`src/rtl/hazard_pkg.sv`:
```
// Shared types and constants for the pipeline hazard controller.
//   - hazard_state_e : controller FSM state (run / multiply wait)
//   - clog2          : ceiling log2, used to size internal counters
//   - Def*           : default parameter values for hazard_ctrl_unit
package hazard_pkg;

  typedef enum logic [0:0] {
    StRun     = 1'b0,
    StMulWait = 1'b1
  } hazard_state_e;

  localparam int unsigned DefRegAw     = 5;
  localparam int unsigned DefMulLat    = 4;
  localparam int unsigned DefMemTimeout = 256;
  localparam int unsigned DefCntW      = 32;

  // Ceiling log2; returns 0 for v <= 1.
  function automatic int unsigned clog2(input int unsigned v);
    int unsigned r;
    r = 0;
    while ((32'd1 << r) < v) begin
      r = r + 1;
    end
    return r;
  endfunction

endpackage

```
`src/rtl/hazard_lu_cmp.sv`:
```
// Load-use hazard comparator.
// Flags when the load in EX writes a register (other than x0) that the
// instruction in ID actually reads.
//   id_rs1_i/id_rs2_i         : ID-stage source registers
//   id_rs1_use_i/id_rs2_use_i : source operand is really read
//   ex_rd_i, ex_memread_i     : EX-stage destination and load flag
//   lu_hit_o                  : load-use hazard present
module hazard_lu_cmp #(
  parameter int unsigned REG_AW = 5
) (
  input  logic [REG_AW-1:0] id_rs1_i,
  input  logic [REG_AW-1:0] id_rs2_i,
  input  logic              id_rs1_use_i,
  input  logic              id_rs2_use_i,
  input  logic [REG_AW-1:0] ex_rd_i,
  input  logic              ex_memread_i,
  output logic              lu_hit_o
);

  logic w_rs1_match;
  logic w_rs2_match;

  assign w_rs1_match = id_rs1_use_i & (id_rs1_i == ex_rd_i);
  assign w_rs2_match = id_rs2_use_i & (id_rs2_i == ex_rd_i);
  assign lu_hit_o    = ex_memread_i & (ex_rd_i != '0) & (w_rs1_match | w_rs2_match);

endmodule

```
`src/rtl/hazard_ctrl_unit.sv`:
```
// Pipeline hazard controller for the 5-stage core.
// Arbitrates memory wait, multi-cycle multiply hold, taken-branch flush and
// load-use bubbles; also runs a memory-wait watchdog and a stall counter.
//   clk_i, rst_i          : clock, synchronous active-low reset
//   id_*/ex_rd/ex_memread : load-use detection inputs
//   ex_mul_i              : multiply in EX
//   ex_branch_taken_i     : branch resolved taken in EX
//   mem_req_i/mem_ready_i : data-memory request / acknowledge
//   pc_write_o, ifid_write_o, idex_noop_o, ifid_flush_o, pipe_hold_o : pipeline controls
//   mem_err_o             : sticky memory timeout
//   stall_cnt_o           : saturating count of cycles with pc_write_o low
module hazard_ctrl_unit
  import hazard_pkg::*;
#(
  parameter int unsigned REG_AW      = DefRegAw,
  parameter int unsigned MUL_LAT     = DefMulLat,
  parameter int unsigned MEM_TIMEOUT = DefMemTimeout,
  parameter int unsigned CNT_W       = DefCntW
) (
  input  logic              clk_i,
  input  logic              rst_i,
  input  logic [REG_AW-1:0] id_rs1_i,
  input  logic [REG_AW-1:0] id_rs2_i,
  input  logic              id_rs1_use_i,
  input  logic              id_rs2_use_i,
  input  logic [REG_AW-1:0] ex_rd_i,
  input  logic              ex_memread_i,
  input  logic              ex_mul_i,
  input  logic              ex_branch_taken_i,
  input  logic              mem_req_i,
  input  logic              mem_ready_i,
  output logic              pc_write_o,
  output logic              ifid_write_o,
  output logic              idex_noop_o,
  output logic              ifid_flush_o,
  output logic              pipe_hold_o,
  output logic              mem_err_o,
  output logic [CNT_W-1:0]  stall_cnt_o
);

  localparam int unsigned MulCw    = (clog2(MUL_LAT) > 0) ? clog2(MUL_LAT) : 1;
  localparam int unsigned MulLoad  = (MUL_LAT > 1) ? MUL_LAT - 2 : 0;
  localparam bit          MulMulti = (MUL_LAT > 1);
  localparam int unsigned WdW      = (clog2(MEM_TIMEOUT + 1) > 0) ? clog2(MEM_TIMEOUT + 1) : 1;
  localparam logic [WdW-1:0] WdLast = WdW'(MEM_TIMEOUT - 1);

  hazard_state_e    r_state;
  hazard_state_e    w_state_d;
  logic [MulCw-1:0] r_mul_cnt;
  logic [MulCw-1:0] w_mul_cnt_d;
  logic [WdW-1:0]   r_wd_cnt;

  logic w_mem_stall;
  logic w_lu_hit;
  logic w_hold;

  hazard_lu_cmp #(
    .REG_AW (REG_AW)
  ) u_lu_cmp (
    .id_rs1_i     (id_rs1_i),
    .id_rs2_i     (id_rs2_i),
    .id_rs1_use_i (id_rs1_use_i),
    .id_rs2_use_i (id_rs2_use_i),
    .ex_rd_i      (ex_rd_i),
    .ex_memread_i (ex_memread_i),
    .lu_hit_o     (w_lu_hit)
  );

  assign w_mem_stall = mem_req_i & ~mem_ready_i;

  // The first multiply cycle is held from RUN; MUL_WAIT covers the rest until
  // the counter drains. A memory stall in MUL_WAIT is already in w_mem_stall.
  assign w_hold = w_mem_stall
                | ((r_state == StRun) & ex_mul_i & MulMulti)
                | ((r_state == StMulWait) & (r_mul_cnt != '0));

  // State register
  always_ff @(posedge clk_i) begin
    if (!rst_i) begin
      r_state   <= StRun;
      r_mul_cnt <= '0;
    end else begin
      r_state   <= w_state_d;
      r_mul_cnt <= w_mul_cnt_d;
    end
  end

  // Next-state logic
  always_comb begin
    w_state_d   = r_state;
    w_mul_cnt_d = r_mul_cnt;
    unique case (r_state)
      StRun: begin
        if (ex_mul_i && !w_mem_stall && MulMulti) begin
          w_state_d   = StMulWait;
          w_mul_cnt_d = MulCw'(MulLoad);
        end
      end
      StMulWait: begin
        if (!w_mem_stall) begin
          if (r_mul_cnt != '0) begin
            w_mul_cnt_d = r_mul_cnt - 1'b1;
          end else begin
            w_state_d = StRun;
          end
        end
      end
      default: w_state_d = StRun;
    endcase
  end

  // Output logic; reset forces a bubble with fetch frozen.
  always_comb begin
    pc_write_o   = 1'b1;
    ifid_write_o = 1'b1;
    idex_noop_o  = 1'b0;
    ifid_flush_o = 1'b0;
    pipe_hold_o  = 1'b0;
    if (!rst_i) begin
      pc_write_o   = 1'b0;
      ifid_write_o = 1'b0;
      idex_noop_o  = 1'b1;
    end else if (w_hold) begin
      pc_write_o   = 1'b0;
      ifid_write_o = 1'b0;
      pipe_hold_o  = 1'b1;
    end else if (ex_branch_taken_i) begin
      // Flushed ID instruction is squashed, so any load-use hit is irrelevant.
      ifid_flush_o = 1'b1;
      idex_noop_o  = 1'b1;
    end else if (w_lu_hit) begin
      pc_write_o   = 1'b0;
      ifid_write_o = 1'b0;
      idex_noop_o  = 1'b1;
    end
  end

  // Memory-wait watchdog; the count saturates so mem_err_o stays meaningful.
  always_ff @(posedge clk_i) begin
    if (!rst_i) begin
      r_wd_cnt  <= '0;
      mem_err_o <= 1'b0;
    end else if (w_mem_stall) begin
      if (r_wd_cnt <= WdLast) begin
        r_wd_cnt <= r_wd_cnt + 1'b1;
      end
      if (r_wd_cnt >= WdLast) begin
        mem_err_o <= 1'b1;
      end
    end else begin
      r_wd_cnt <= '0;
    end
  end

  // Saturating stall counter.
  always_ff @(posedge clk_i) begin
    if (!rst_i) begin
      stall_cnt_o <= '0;
    end else if (!pc_write_o && (stall_cnt_o != '1)) begin
      stall_cnt_o <= stall_cnt_o + 1'b1;
    end
  end

endmodule

```
`config.mk`:
```
export PLATFORM = sky130hd
export DESIGN_NAME = hazard_ctrl_unit
export DESIGN_NICKNAME = d
export VERILOG_FILES = /design/src/rtl/hazard_pkg.sv /design/src/rtl/hazard_lu_cmp.sv /design/src/rtl/hazard_ctrl_unit.sv
export SDC_FILE = /design/constraint.sdc
export NUM_CORES = 1
export LEC_CHECK = 0
export CAP_MARGIN = 20
export CORE_MARGIN = 2
export CORE_UTILIZATION = 51
export CTS_BUF_LIST = sky130_fd_sc_hd__clkbuf_8
export CTS_CLUSTER_SIZE = 28
export DETAILED_ROUTE_END_ITERATION = 8
export PLACE_DENSITY_LB_ADDON = 0.25
export SLEW_MARGIN = 5
export SYNTH_ARGS = -nofsm -noshare
export SYNTH_HDL_FRONTEND = slang
export SYNTH_SLANG_ARGS = --single-unit
```
`constraint.sdc`:
```
create_clock -name clk_i -period 2.9 [get_ports clk_i]
set_clock_uncertainty 0.05 [all_clocks]
set_input_delay 0.58 -clock clk_i [delete_from_list [all_inputs] [get_ports clk_i]]
set_output_delay 0.58 -clock clk_i [all_outputs]
set_load 0.005 [all_outputs]
```
### Word-level counts from Yosys, hierarchy flattened

Index checks and enable logic that the tools add are counted.

* register bits after elaboration: 45

* bitwise operators: 12
* reduce and logical (&&, ||, !) cells: 9
* $add $sub $neg: 3
* multiplexer cells: 21
* equal/unequal tests: 6
* magnitude comparators: 2

Operator list (number)
* adder 32 x 1 -> 32 bit, second input constant: 1
* != test 32 bit, second input constant: 1
* 2-to-1 mux 1 bit: 16
* equality test 5 bit: 2
* adder 9 x 1 -> 9 bit, second input constant: 1
* greater-or-equal comparator 9 x 8 -> 1 bit, second input constant: 1
* <= comparator 9 x 8 -> 1 bit, second input constant: 1
* AND 1 bit: 7
* 2-to-1 mux 2 bit: 3
* nonzero test 5 bit: 1
* != test 2 x 1 -> 1 bit, second input constant: 2
* one-hot mux 2 bit (2 select lines): 1
* AND reduction 2 bit: 2
* OR 1 bit: 3
* AND reduction 3 bit: 1
* logical AND 1 bit: 2
* zero test 1 bit: 2
* != test 2 bit, second input constant: 1
* inverter 1 bit: 2
* one-hot mux 1 bit (2 select lines): 1
* nonzero test 2 bit: 1
* subtractor 2 x 1 -> 2 bit, second input constant: 1

### Logic depth before layout (Yosys ltp)

* depth after elaboration: 10
* depth in mapped cells: 10

### By module

A second synthesis with hierarchy kept.

* cells, all modules: 310
* area, all modules: 2544.9 µm²

Modules (own cells, without submodules)
* hazard_ctrl_unit: sequential area each 900.9 µm², area each 2411.1 µm², times used 1, cells an instance 293
* hazard_lu_cmp: sequential area each 0.0 µm², area each 133.9 µm², times used 1, cells an instance 17

### Least setup slack after synthesis

OpenSTA, ideal clock, no wires.

* path type: input to output
* start point: input ex_rd_i[1]
* end point: output pc_write_o
* arrival time: 1939 ps
* setup slack: 331 ps
* data required time: 2270 ps
* stages on the path: 5
* path through: or4_1 > o21a_1 > a31oi_4 > buf_2 > buf_4

* longest elaborated chain between the ends: 8
* elaborated cells between the ends (all ways): 12
* those cells by class: 2 x eq/ne; 4 x mux; 5 x bitwise; 1 x reduce/logical

RTL lines
* start: declaration: line hazard_ctrl_unit.sv:26 `input logic [REG_AW-1:0] ex_rd_i,`
* equality test 5 bit (on tied branches): line hazard_lu_cmp.sv:23, hazard_lu_cmp.sv:24
* AND 1 bit (on tied branches): line hazard_lu_cmp.sv:23, hazard_lu_cmp.sv:24
* OR 1 bit: line hazard_lu_cmp.sv:25 `assign lu_hit_o = ex_memread_i & (ex_rd_i != '0) & (w_rs1_match | w_rs2_match);`
* AND 1 bit *: line hazard_lu_cmp.sv:25
* 2-to-1 mux 1 bit * (4 in series)
* end: declaration: line hazard_ctrl_unit.sv:32 `output logic pc_write_o,`

Mark *: on every way between the ends. The rest lies on a longest branch, timed or not.

### Worst setup path after layout

* start point: input ex_rd_i[1]
* end point: output ifid_write_o

* longest elaborated chain between the ends: 8
* elaborated cells between the ends (all ways): 12
* those cells by class: 2 x eq/ne; 4 x mux; 5 x bitwise; 1 x reduce/logical

RTL lines
* equality test 5 bit (on tied branches): line hazard_lu_cmp.sv:23, hazard_lu_cmp.sv:24
* AND 1 bit (on tied branches): line hazard_lu_cmp.sv:23, hazard_lu_cmp.sv:24
* OR 1 bit: line hazard_lu_cmp.sv:25
* AND 1 bit *: line hazard_lu_cmp.sv:25
* 2-to-1 mux 1 bit *: line hazard_ctrl_unit.sv:131 `end else if (w_lu_hit) begin`
* 2-to-1 mux 1 bit *: line hazard_ctrl_unit.sv:127 `end else if (ex_branch_taken_i) begin`
* 2-to-1 mux 1 bit *: line hazard_ctrl_unit.sv:123 `end else if (w_hold) begin`
* 2-to-1 mux 1 bit *: line hazard_ctrl_unit.sv:119 `if (!rst_i) begin`
* end: declaration: line hazard_ctrl_unit.sv:33 `output logic ifid_write_o,`

Marks and branches as above.

==> summary.txt <==
Critical path
  – Worst path required time: 2.27 ns
  – Worst Path Max Fanout: 3
  – Arr. time, crit path: 2.18 ns
  – Startpoint Class: input port
  – Crit path kind: in2out
  – CP endpoint kind: output pin

Yosys
  – Mapped Nets: 311
  – Register area share after synthesis: 35.7%
  – Area contributors post-synth: dfxtp_1 36%, xor2_1 9.0%, and2_1 6.4%, nand2_1 4.2%, xnor2_1 4.2%
  – Post-synthesis cell area: 2520 um2
  – Number of synthesized register bits: 45
  – Synth cell types: 51
  – Syn Inst Count: 283
  – Syn. warnings: 0
  – Yosys top cell area share: 35.7%
  – Synth area leader: dfxtp_1
  – Synth Area per Inst: 8.92 um2

Timing
  – RSZ-0062 raised after global routing: false
  – Endpoints failing setup: 0
  – Final worst path period share: 96.7%
  – Slew headroom: 64.2%
  – Final Hold Viols: 0
  – Setup TNS: 0 ns
  – Least-Margin Pin Slew: 0.537 ns
  – Highest clock rate: 356 MHz
  – Tmin final: 2.81 ns
  – Final Slew Violations: 0
  – Hold WS: 0.427 ns

Clock network
  – H-tree levels: 2
  – Post-CTS Hold Fix Bufs: 0
  – # clock sinks: 45
  – Clk buf depth: 2
  – Clk slew on worst S/H paths: 0.09 ns
  – Total CTS buffers: 5
  – TritonCTS clock tree: built
  – Clk root buf: clkbuf_8
  – Clock latency on the worst-skew pair: 0.30 ns

Pwr
  – Worst vdd ir: 293 uV
  – Internal power: 0.00106 W
  – Pwr dens: 403 nW/um2
  – Clk pwr share: 40.8%
  – Logic pwr share: 12.3%
  – Power after layout: 0.00136 W
  – Flop pwr share: 46.9%
  – LEAKAGE: 1.39 nW
  – Net switching power: 0.000301 W
  – Sw Share: 22.0%

Floorplan
  – # IOs: 62
  – Die height: 74.4 um
  – Initial core utilization: 53.1%
  – Core ar.: 4750 um2
  – Die ar.: 5530 um2
  – Die width: 74.4 um
  – # rows: 25

Cells and area
  – Number of diodes: 0
  – Most frequent cells in the layout: 52 x clkdlybuf4s50_1, 45 x dfxtp_1, 28 x nand2_1
  – Area Overhead vs Synth: 34.1%
  – Fillers: 390
  – NumNets Final: 380
  – Layout cell share with drive strength beyond 1: 11.3%
  – Post-route insts no fill: 420
  – Most common cell after layout, fill and taps aside: clkdlybuf4s50_1

Routing
  – Avg WL per Cell: 13.0 um
  – Post-route DRC: 0
  – Routed Antenna Nets: 0
  – Routed via count: 2,217
  – Initial DRC count: 130
  – First drt pass iteration count: 4
  – Via density: 5.28
  – Post-Route WL: 5480 um

Hold path
  – Min-Delay Path Class: reg2reg

Placement
  – Placed instance count: 411
  – Port Buffers: 61
  – GP Congestion: 0.802
  – DPL Wire Length: 4020 um

Global route
  – First-pass GRT wire length: 9200 um
  – Pin count of the biggest net entering global routing: 37
  – Vias in the first global route: 1,993
  – Grt ovf: 0
  – Total GRT Usage: 21.3%
  – Initial antenna violation count: 0

Outcome
  – Status: completed

Run
  – Max_cap viols: 0
==> per-stage QoR <==
| step | worst slack [ns] | instance area (um2) | util [%] |
|---|---|---|---|
| 2_1_floorplan | 0.331 | 2520 | - |
| 3_3_place_gp | -0.372 | 3240 | 68.2 |
| 3_5_place_dp | -0.390 | 3240 | 68.2 |
| 4_1_cts | 0.00165 | 3380 | 71.1 |
| 5_1_grt | 0.0165 | 3390 | 71.2 |
| 6_report | 0.0949 | 3390 | 71.2 |
==> kinds of logic after synthesis <==
logic type,count (synthesis),share of synthesized area (%)
multiplexers,7,2.78
adder cells (fa/ha/maj),4,1.98
XOR/XNOR,38,13.2
AND/OR/NAND/NOR,143,34.3
buffers and inverters,18,3.57
AO/OA/AOI/OAI,28,8.47
flip-flops,45,35.7
==> cells in the mapped netlist (all sizes together) <==
cell type,n
a211oi,1
a21boi,4
a21o,2
a21oi,5
a2bb2oi,1
a31o,1
a31oi,1
a41oi,1
and2,26
and3,3
and4,2
buf,6
clkbuf,6
dfxtp,45
ha,4
inv,6
mux2i,7
nand2,28
nand2b,6
nand3,10
nand3b,1
nand4,15
nor2,14
nor2b,2
nor3,13
nor3b,3
nor4,6
nor4b,3
o21a,4
o21ai,3
o22ai,1
o31a,1
o31ai,3
or2,4
or3,4
or4,3
xnor2,12
xor2,26
==> area by class of cell <==
cell class              instances  area, um2  share of cell area [%]
multi-input cells             220       1540                    45.4
flip-flops and latches         45        901                    26.6
repair buffers                 74        708                    20.9
well taps                      67       83.8                    2.48
clock buffers                   5       68.8                    2.03
clock inverters                 3       65.1                    1.92
inverters                       6       22.5                   0.665
==> flip-flops by register name, summed over array words and instances, names as in the netlist <==
signal and count:
mem_err_o 1, r_state 1, r_wd_cnt 9, stall_cnt_o 32, r_mul_cnt 2
==> path summary, 6_finish.rpt <==
| check | slack (ns) | cells after the start | endpoint | start |
|---|---|---|---|---|
| worst max-delay path | 0.09 | 6 | ifid_write_o | ex_rd_i[1] |
| worst min-delay path | 0.43 | 1 | mem_err_o$_SDFFE_PN0P_ | mem_err_o$_SDFFE_PN0P_ |
| worst max register to register | 0.48 | 11 | stall_cnt_o[29]$_SDFFE_PN0P_ | r_mul_cnt[0]$_SDFFE_PN0P_ |
| worst min register to register | 0.43 | 1 | mem_err_o$_SDFFE_PN0P_ | mem_err_o$_SDFFE_PN0P_ |
==> critical path, cell delays in order <==
cell           delay, ns
dlygate4sd2_1       0.26
or4_1               0.53
o21a_1              0.24
a31oi_4             0.21
buf_6               0.14
dlygate4sd2_1       0.22
==> power by group through the flow <==
| stage | logic, W | clock network (W) | registers (W) |
|---|---|---|---|
| after floorplan | 0.0000859 | 0 | 0.000652 |
| after global placement | 0.000162 | 0 | 0.000655 |
| after detailed placement | 0.000167 | 0 | 0.000655 |
| after CTS | 0.000170 | 0.000571 | 0.000640 |
| after global routing | 0.000181 | 0.000589 | 0.000642 |
| final | 0.000167 | 0.000557 | 0.000640 |
==> what timing repair did <==
item                       4_1_cts  5_1_grt
gates resized for setup          9        2
pin swaps                        4        2
cloned                           0        0
setup endpoints to repair        4        2
buffers inserted                 2        0
==> metal layers <==
layer / share of wire, % / up-vias / global-route usage [%] / wire length [um]
li1: - / 1120 / - / -
met1: 45 / 1040 / 27.4 / 2460
met2: 50 / 51 / 35.5 / 2720
met3: 4.5 / 6 / 5.83 / 245
met4: 1.0 / 0 / 5.36 / 56
met5: 0 / - / 0 / 0
(Power assumes the default switching activity.)
